**src/rtl/price_threshold_detect.sv**
```systemverilog
// -----------------------------------------------------------------------------
// price_threshold_detect
//
// Purpose:
//   Classifies each 8-bit price sample against an upper and a lower band and
//   tracks a debounced three-state condition (BAND / HIGH / LOW). Leaving BAND
//   requires DEBOUNCE_CYCLES consecutive out-of-band samples on the same side.
//   Returning to BAND from HIGH or LOW is immediate on the first sample that
//   is not on the current side.
//
// Parameters:
//   UPPER_BAND      - upper threshold (price > UPPER_BAND is ABOVE)
//   LOWER_BAND      - lower threshold (price < LOWER_BAND is BELOW)
//   DEBOUNCE_CYCLES - consecutive ABOVE/BELOW samples needed to leave BAND (>= 1)
//
// Ports:
//   clk    in   1  clock, all state updates on the rising edge
//   reset  in   1  synchronous active-high reset
//   price  in   8  unsigned price sample, taken every rising edge
//   out    out  2  registered state code: 01 = BAND, 11 = HIGH, 10 = LOW
// -----------------------------------------------------------------------------
module price_threshold_detect #(
  parameter logic [7:0] UPPER_BAND      = 8'd105,
  parameter logic [7:0] LOWER_BAND      = 8'd95,
  parameter int         DEBOUNCE_CYCLES = 3
) (
  input  logic       clk,
  input  logic       reset,
  input  logic [7:0] price,
  output logic [1:0] out
);

  // State encodings double as the output code, so out comes straight off the
  // state register.
  localparam logic [1:0] ST_BAND = 2'b01;
  localparam logic [1:0] ST_HIGH = 2'b11;
  localparam logic [1:0] ST_LOW  = 2'b10;

  // Counters hold up to DEBOUNCE_CYCLES and saturate there.
  localparam int CNT_W = (DEBOUNCE_CYCLES < 2) ? 1 : $clog2(DEBOUNCE_CYCLES + 1);

  localparam logic [CNT_W-1:0] CNT_ZERO = '0;
  localparam logic [CNT_W-1:0] CNT_ONE  = CNT_W'(1);
  localparam logic [CNT_W-1:0] CNT_MAX  = CNT_W'(DEBOUNCE_CYCLES);
  // Count already held when the sample being taken is the last one needed.
  localparam logic [CNT_W-1:0] CNT_LAST = CNT_W'(DEBOUNCE_CYCLES - 1);

  logic [1:0]       r_state;
  logic [CNT_W-1:0] r_up_cnt;
  logic [CNT_W-1:0] r_dn_cnt;

  logic [1:0]       w_state_nxt;
  logic [CNT_W-1:0] w_up_nxt;
  logic [CNT_W-1:0] w_dn_nxt;
  logic [CNT_W-1:0] w_up_inc;
  logic [CNT_W-1:0] w_dn_inc;
  logic             w_above;
  logic             w_below;

  // Equal to either band counts as in-band, hence the strict comparisons.
  assign w_above = (price > UPPER_BAND);
  assign w_below = (price < LOWER_BAND);

  assign w_up_inc = (r_up_cnt == CNT_MAX) ? CNT_MAX : r_up_cnt + CNT_ONE;
  assign w_dn_inc = (r_dn_cnt == CNT_MAX) ? CNT_MAX : r_dn_cnt + CNT_ONE;

  always_comb begin
    // NOTE: every output of this block gets a default first so no path can
    // leave it unassigned and infer a latch.
    w_state_nxt = r_state;
    w_up_nxt    = CNT_ZERO;
    w_dn_nxt    = CNT_ZERO;

    case (r_state)
      ST_BAND: begin
        if (w_above) begin
          // ">=" rather than "==" so a counter preloaded to 1 on the way out
          // of LOW still completes correctly when DEBOUNCE_CYCLES is 1.
          if (r_up_cnt >= CNT_LAST) begin
            w_state_nxt = ST_HIGH;
          end else begin
            w_up_nxt = w_up_inc;
          end
        end else if (w_below) begin
          if (r_dn_cnt >= CNT_LAST) begin
            w_state_nxt = ST_LOW;
          end else begin
            w_dn_nxt = w_dn_inc;
          end
        end
      end

      ST_HIGH: begin
        if (w_below) begin
          // Drop to BAND with this sample already counted as the first BELOW;
          // HIGH never goes straight to LOW.
          w_state_nxt = ST_BAND;
          w_dn_nxt    = CNT_ONE;
        end else if (!w_above) begin
          w_state_nxt = ST_BAND;
        end
      end

      ST_LOW: begin
        if (w_above) begin
          w_state_nxt = ST_BAND;
          w_up_nxt    = CNT_ONE;
        end else if (!w_below) begin
          w_state_nxt = ST_BAND;
        end
      end

      default: begin
        // Unreachable encoding (00): recover to BAND.
        w_state_nxt = ST_BAND;
      end
    endcase
  end

  always_ff @(posedge clk) begin
    // NOTE: sequential state uses non-blocking assignments so every register
    // samples the pre-edge values regardless of statement order.
    if (reset) begin
      r_state  <= ST_BAND;
      r_up_cnt <= CNT_ZERO;
      r_dn_cnt <= CNT_ZERO;
    end else begin
      r_state  <= w_state_nxt;
      r_up_cnt <= w_up_nxt;
      r_dn_cnt <= w_dn_nxt;
    end
  end

  assign out = r_state;

endmodule

```
**config.mk**
```make
export PLATFORM = sky130hd
export DESIGN_NAME = price_threshold_detect
export DESIGN_NICKNAME = d
export VERILOG_FILES = /design/src/rtl/price_threshold_detect.sv
export SDC_FILE = /design/constraint.sdc
export NUM_CORES = 1
export LEC_CHECK = 0
export BUFFER_PORTS_ARGS = -buffer_cell sky130_fd_sc_hd__buf_2
export CAP_MARGIN = 20
export CORE_AREA = 2 2 39 41
export DETAILED_ROUTE_END_ITERATION = 12
export DIE_AREA = 0 0 41 43
export PLACE_DENSITY = 0.45
export RECOVER_POWER = 50
export SYNTH_ARGS = -nofsm -noshare
export SYNTH_HDL_FRONTEND = slang
export SYNTH_SLANG_ARGS = --single-unit
export TNS_END_PERCENT = 1
```
**constraint.sdc**
```tcl
create_clock -name clk -period 2.3 [get_ports clk]
set_input_delay 0.23 -clock clk [delete_from_list [all_inputs] [get_ports clk]]
set_output_delay 0.23 -clock clk [all_outputs]
set_load 0.01 [all_outputs]
```
; ---- Word level (Yosys, flattened, before mapping)
; Index checks and enable logic that the tools add are counted.
; W data, S select, Z words.
[totals]
ff_bits = 6
inputBits = 10
out_inout_bits = 2
elab_cells = 40
[op_classes]
n_addsub = 2
magnitude_cmp = 4
eq_ne = 10
n_mux = 20
n_reduce_logical = 1
[ops]
columns = op, count
row1 = $mux W2, 15
row2 = $ne A3 B3 Y1 const B, 5
row3 = $eq A2 B2 Y1 const B, 4
row4 = $gt A8 B7 Y1 const B, 1
row5 = $lt A8 B7 Y1 const B, 1
row6 = $pmux W2 S2, 2
row7 = $pmux W2 S3, 1
row8 = $reduce_and A5 Y1, 1
row9 = $add A2 B1 Y2 const B, 2
row10 = $ge A2 B2 Y1 const B, 2
row11 = $eq A2 B1 Y1 const B, 1
row12 = $mux W1, 2

; ---- Longest topological paths before layout
; Gate-level depths: netlist (run 1).
[logic_depth]
depth_word = 6
depth_mapped = 7
ltp_nobuf = 7

; ---- Least setup slack after synthesis (run 1)
; OpenSTA, ideal clock, no wires.
[synth_path]
path_kind = reg-to-reg
start = register r_state[0] (netlist: out[0])
end = register r_state[0] (netlist: out[0])
setup_time_ns = 0.125
t_arrival_ns = 1.194
required_time_ns = 2.175
setup_slack_ns = 0.981
stages_incl_launch_ff = 8
n_path_buf = 0
path_cell_list = dfxtp_1 inv_1 ha_1 inv_1 nand2_1 o21ai_1 o221ai_2 mux2i_1
[synth_between]
elab_chain_len = 3
word_cells_on_any_way = 10
[synth_rtl]
columns = item, line
row1 = start: declaration, 48  ; logic [1:0] r_state;
row2 = start signal: assignment, 128  ; r_state <= w_state_nxt;
row3 = $eq A2 B1 Y1 / $eq A2 B2 Y1 (equally long branches), 74  ; case (r_state)
row4 = $ne A3 B3 Y1 (no line), --
row5 = $reduce_and A5 Y1 (no line), --
; Several ways; a longest one is shown, not always the timed one.
; A chain may end at the register's enable or synchronous reset.

; ---- Worst setup path after layout (run 1)
[layout_path]
start = register r_state[0] (netlist: out[0])
end = register r_state[1] (netlist: out[1])
; Same word-level chain as after synthesis.

==> flow_summary.yaml, run 1 <==
global_route:
  overflow: 0
  antenna_found_initial: 0
  grt_pass1_wl_mm: 1.28
  track_usage: 0.109
  grt_pass1_vias: 320
  grt_max_degree: 7
cts:
  cts-root-buf: "clkbuf_4"
  cts_resized: 0
  clk_path_buf_depth: 2
  h-tree-depth: 1
  cts.sinks: 6
  post_cts_buffers: 0
  cts_tree: "done"
  cts_buffers: 3
  cts.clk_slew.worst_paths_ns: 0.05
  cts_hold_repair.buffers: 0
  clock_latency_ns: 0.24
drt:
  drc_errors: 0
  first_pass_iters: 4
  routedWlPerCell_um: 10.6
  wl_um: 750
  drt_iter0_drc: 6
  via_per_inst: 4.87
  postRouteAntennaNets: 0
  dr_total_vias: 346
sta:
  slew_viol_final: 0
  relSlewSlack: 0.727
  rsz0062_at_grt: "false"
  tns_ns: 0
  fin_skew_ns: 0.00507
  fmax_mhz: 737
  setup_viol: 0
  period_minus_slack_ns: 1.36
  tightest_slew_ns: 0.409
  finalHoldViolations: 0
  post-route-period-util: 0.590
synthesis:
  syn_area_per_cell_um2: 9.16
  syn_inst: 41
  yosysSeqAreaShare: 0.320
  synth_cell_type_count: 19
  yosys_warnings: 0
  ys_ff_latch: 6
  synth_nets: 54
  synth_area_um2: 375
setup_path:
  crit_chain: "inv_1 -> ha_1 -> inv_1 -> nand2_1 -> o21ai_1 -> o221ai_2 -> mux2i_1"
  r2r_slack_ns: 0.94
  r2r_cells: 7
  slowest_stage: "dfxtp_1"
  r2r-start: "out[0]"
  slowest_delay_ns: 0.40
  worst_path_most_repeated_cell: "inv_1"
  crit_path_end_kind: "flip-flop"
  worstPathArrival_ns: 1.48
  cp-start-kind: "flip-flop"
  path_class: "reg2reg"
  timing.rr.end: "out[1]"
  critical_path_required_ns: 2.42
  crit_fanout: 5
power_and_ir_drop:
  vdd_drop_max_uv: 380
  power_density_mw_per_mm2: 828
  leakagePower_uw: 0.000215
die:
  dieArea_mm2: 0.00176
  rows: 14
  ios: 12
  core_mm2: 0.00138
  die_y_um: 43
  die_w_um: 41
  initial_core_util: 0.271
placed_design:
  dp_cells: 68
  place_hpwl_um: 631
  port_buffers: 11
  place.gp.congestion: 0.751
min_path:
  min_to: "r_up_cnt[0]"
  min_from: "reset"
  holdPathStages: 2
  hp-class: "in2reg"
finish:
  multiInputGateArea_um2: 236
  seqCellArea_um2: 120
  nets: 70
  final_cells: 71
  drive_gt1_frac: 0.291
  diodes: 0
  syn_to_final_growth_pct: 25.3
  nFillCells: 149
status:
  status: "finished, final reports clean"
run:
  maxCapViolCount: 0
-- sequential cells by signal, summed over array words and instances (netlist names) --
| signal | count |
|---|---|
| r_up_cnt | 2 |
| out | 2 |
| r_dn_cnt | 2 |
-- worst max-delay path, delay by kind of cell, from the launching register on --
kind	cells	cell delay (ns)
AOI/OAI and AO/OA	2	0.28
adders and majority gates	1	0.21
muxes	1	0.14
buffers and inverters	2	0.15
DFF	1	0.40
and+or+nand+nor	1	0.06
-- kinds of logic (layout without fill, tap and decap cells) --
logic type / count (synthesis) / count (layout) / synth area share
flip-flops: 6 / 6 / 0.320
buffers and inverters: 5 / 19 / 0.0500
adder cells (fa/ha/maj): 3 / 3 / 0.100
AO/OA/AOI/OAI: 8 / 8 / 0.180
AND/OR/NAND/NOR: 17 / 17 / 0.297
multiplexers: 2 / 2 / 0.0533
-- how the worst max path moves through the flow --
stage                     startpoint  endpoint
after floorplan               out[0]    out[0]
after global placement      price[6]    out[1]
after detailed placement    price[6]    out[1]
after CTS                     out[0]    out[1]
after global routing          out[0]    out[1]
final                         out[0]    out[1]
-- routing by layer --
layer	wire, um	vias up	GRT usage
li1	-	180	-
met1	369	156	0.133
met2	324	10	0.153
met3	55	0	0.0628
met4	0	0	0.0400
met5	0	-	0
-- cell type report --
class | count | share of cell area
flip-flops and latches | 6 | 0.255
inverters | 5 | 0.0399
multi-input cells | 30 | 0.503
well taps | 16 | 0.0426
repair buffers | 11 | 0.112
clock buffers | 3 | 0.0479
-- layout by cell type, fill, tap and decap left out, drive strengths merged --
cell and n:
buf 9, dfxtp 6, inv 5, clkbuf 5, nor2 4, a21oi 3, nor4b 3, ha 3
nand2b 2, nand2 2, mux2i 2, nor3 2, and4b 2, a21bo 1, o21ai 1, o31ai 1
a221oi 1, and2 1, o221ai 1, nor4bb 1
-- synth_stat cells --
master | count | area, um2
a21oi_1 | 3 | 15.0
nor2_1 | 4 | 15.0
dfxtp_1 | 6 | 120
o21ai_1 | 1 | 5.00
o221ai_2 | 1 | 15.0
nand2b_1 | 2 | 12.5
and4b_1 | 1 | 10.0
a221oi_2 | 1 | 15.0
mux2i_1 | 2 | 20.0
o31ai_1 | 1 | 7.51
nor4bb_1 | 1 | 10.0
inv_1 | 5 | 18.8
and2_1 | 1 | 6.26
nand2_1 | 2 | 7.51
a21bo_2 | 1 | 10.0
nor4b_1 | 3 | 26.3
ha_1 | 3 | 37.5
and4b_4 | 1 | 13.8
nor3_1 | 2 | 10.0
-- metrics by stage --
step | hold WS (ns) | util | worst slack [ns] | cell area [um2] | power [uW]
floorplan | 0.309 | - | 0.981 | 375 | 256
global placement | 0.436 | 0.325 | 0.790 | 450 | 301
detailed placement | 0.442 | 0.325 | 0.776 | 450 | 297
CTS | 0.224 | 0.342 | 0.928 | 473 | 399
global route | 0.238 | 0.340 | 0.816 | 470 | 429
finish | 0.230 | 0.340 | 0.943 | 470 | 389
-- report_power, final --
| group | internal, uW | leakage (uW) | total, uW | switching [uW] |
|---|---|---|---|---|
| Combinational | 72.5 | 0.000152 | 147 | 74.2 |
| Clock | 59.1 | 0.0000138 | 97.4 | 38.3 |
| Sequential | 127 | 0.0000489 | 145 | 18.5 |
| Total | 258 | 0.000215 | 389 | 131 |
(Power assumes the default switching activity.)
==> inputs of run 2 (changes only) <==
PLACE_DENSITY = 0.47   (was 0.45)
clock period = 1.22 ns   (was 2.3 ns; I/O delays follow)
==> run 2 against run 1 <==
Effect of this change: clock skew shrank 0.00060 ns; global-route usage is 2.7 points higher; final area grew 27%; hold slack got worse by 0.12 ns; sequential share of layout area shrank 4.6 points; final cell count is 15% higher; worst setup slack worse by 0.90 ns; combinational power increased to 2.7 times the previous value; critical path depth is the same; non-clock buffer count is 10 higher; maximum frequency up 15%; largest cell class unchanged.
==> flow_summary.yaml, run 2 (synthesis gave the netlist of run 1 again) <==
status:
  status: "finished, final reports clean"
global_route:
  grt_pass1_wl_mm: 1.55
  antenna_found_initial: 0
  overflow: 0
  grt_max_degree: 7
  track_usage: 0.136
  grt_pass1_vias: 388
cts:
  h-tree-depth: 1
  cts-root-buf: "clkbuf_4"
  cts.sinks: 6
  clock_latency_ns: 0.25
  cts_hold_repair.buffers: 0
  clk_path_buf_depth: 2
  cts.clk_slew.worst_paths_ns: 0.05
  cts_buffers: 3
  cts_tree: "done"
drt:
  via_per_inst: 4.77
  dr_total_vias: 391
  first_pass_iters: 2
  wl_um: 869
  routedWlPerCell_um: 10.6
  drt_iter0_drc: 5
  drc_errors: 0
  postRouteAntennaNets: 0
finish:
  syn_to_final_growth_pct: 59.3
  final_cells: 82
  diodes: 0
  final_area_um2: 598
  mostFrequentLayoutCells: "buf_2, buf_4, nor2_1, dfxtp_1"
  nFillCells: 145
  drive_gt1_frac: 0.591
  nets: 80
  final_common_cell: "buf_2"
die:
  die_y_um: 43
  rows: 14
  ios: 12
  initial_core_util: 0.271
  die_w_um: 41
  core_mm2: 0.00138
  dieArea_mm2: 0.00176
sta:
  fmax_mhz: 851
  post-route-period-util: 0.964
  tightest_slew_ns: 0.267
  tns_ns: 0
  slew_viol_final: 0
  period_minus_slack_ns: 1.18
  setup_viol: 0
  relSlewSlack: 0.820
  holdWs_ns: 0.112
  fin_skew_ns: 0.00447
  rsz0062_at_grt: "true"
  finalHoldViolations: 0
min_path:
  hp-class: "in2reg"
  min_from: "reset"
  min_to: "r_dn_cnt[1]"
  holdPathStages: 2
setup_path:
  path_class: "reg2reg"
  r2r_slack_ns: 0.04
  crit_path_end_kind: "flip-flop"
  r2r_cells: 7
  worstPathArrival_ns: 1.30
  critical_path_required_ns: 1.35
  timing.rr.end: "out[1]"
  r2r-start: "out[0]"
  crit_fanout: 3
  cp-start-kind: "flip-flop"
run:
  maxCapViolCount: 0
placed_design:
  port_buffers: 11
  dp_cells: 77
  place_hpwl_um: 679
  dpl_cell_area_um2: 522
  place.gp.congestion: 0.734
power_and_ir_drop:
  power_density_mw_per_mm2: 1480
  leakagePower_uw: 0.000270
  vdd_drop_max_uv: 659
run 2: report_power, final:
group,leakage (uW),internal (uW),total [uW],switching [uW]
Sequential,0.0000493,247,285,38.2
Combinational,0.000205,221,398,178
Clock,0.0000150,124,204,79.7
Total,0.000270,592,888,296
run 2: area by class of cell:
class / count / area (um2) / area share
Multi-Input combinational cell: 30 / 275 / 0.460
Timing Repair Buffer: 21 / 130 / 0.218
Sequential cell: 6 / 125 / 0.209
Clock buffer: 4 / 26.3 / 0.0439
Inverter: 5 / 21.3 / 0.0356
Tap cell: 16 / 20.0 / 0.0335
run 2: how the worst max path moves through the flow:
stage / to / startpoint / slack [ns] / cells after the start
2_1_floorplan: out[0] / price[4] / -0.002 / 5
3_3_place_gp: out[1] / price[4] / -0.18 / 6
3_5_place_dp: r_dn_cnt[1] / price[4] / -0.19 / 6
4_1_cts: out[1] / out[0] / 0.005 / 7
5_1_grt: out[0] / out[0] / -0.07 / 7
6_report: out[1] / out[0] / 0.04 / 7
run 2: layer usage:
| layer | wire length, um | GRT usage |
|---|---|---|
| met1 | 359 | 0.139 |
| met2 | 408 | 0.213 |
| met3 | 61 | 0.0314 |
| met4 | 39 | 0.120 |
| met5 | 0 | 0 |
run 2: stage by stage:
step                      setup WS [ns]  total power (uW)   util
final                            0.0443               888  0.432
after global routing            -0.0651               981  0.432
after CTS                       0.00468               895  0.420
after detailed placement         -0.187               637  0.377
after global placement           -0.177               641  0.377
after floorplan                -0.00223               486      -
run 2: timing repair:
action / in CTS / in global routing
endpoints found under the hold margin: 0 / 0
pin swaps: 1 / 4
buffers inserted: 1 / 0
gates resized for setup: 8 / 4
setup endpoints to repair: 2 / 6
run 2: worst max-delay path, stage by stage, from the launching register on:
cell and delay [ns]:
dfxtp_4 0.37, inv_4 0.04, ha_4 0.15, inv_2 0.07, nand2_2 0.05, o21ai_2 0.12, o221ai_2 0.13, mux2i_1 0.13
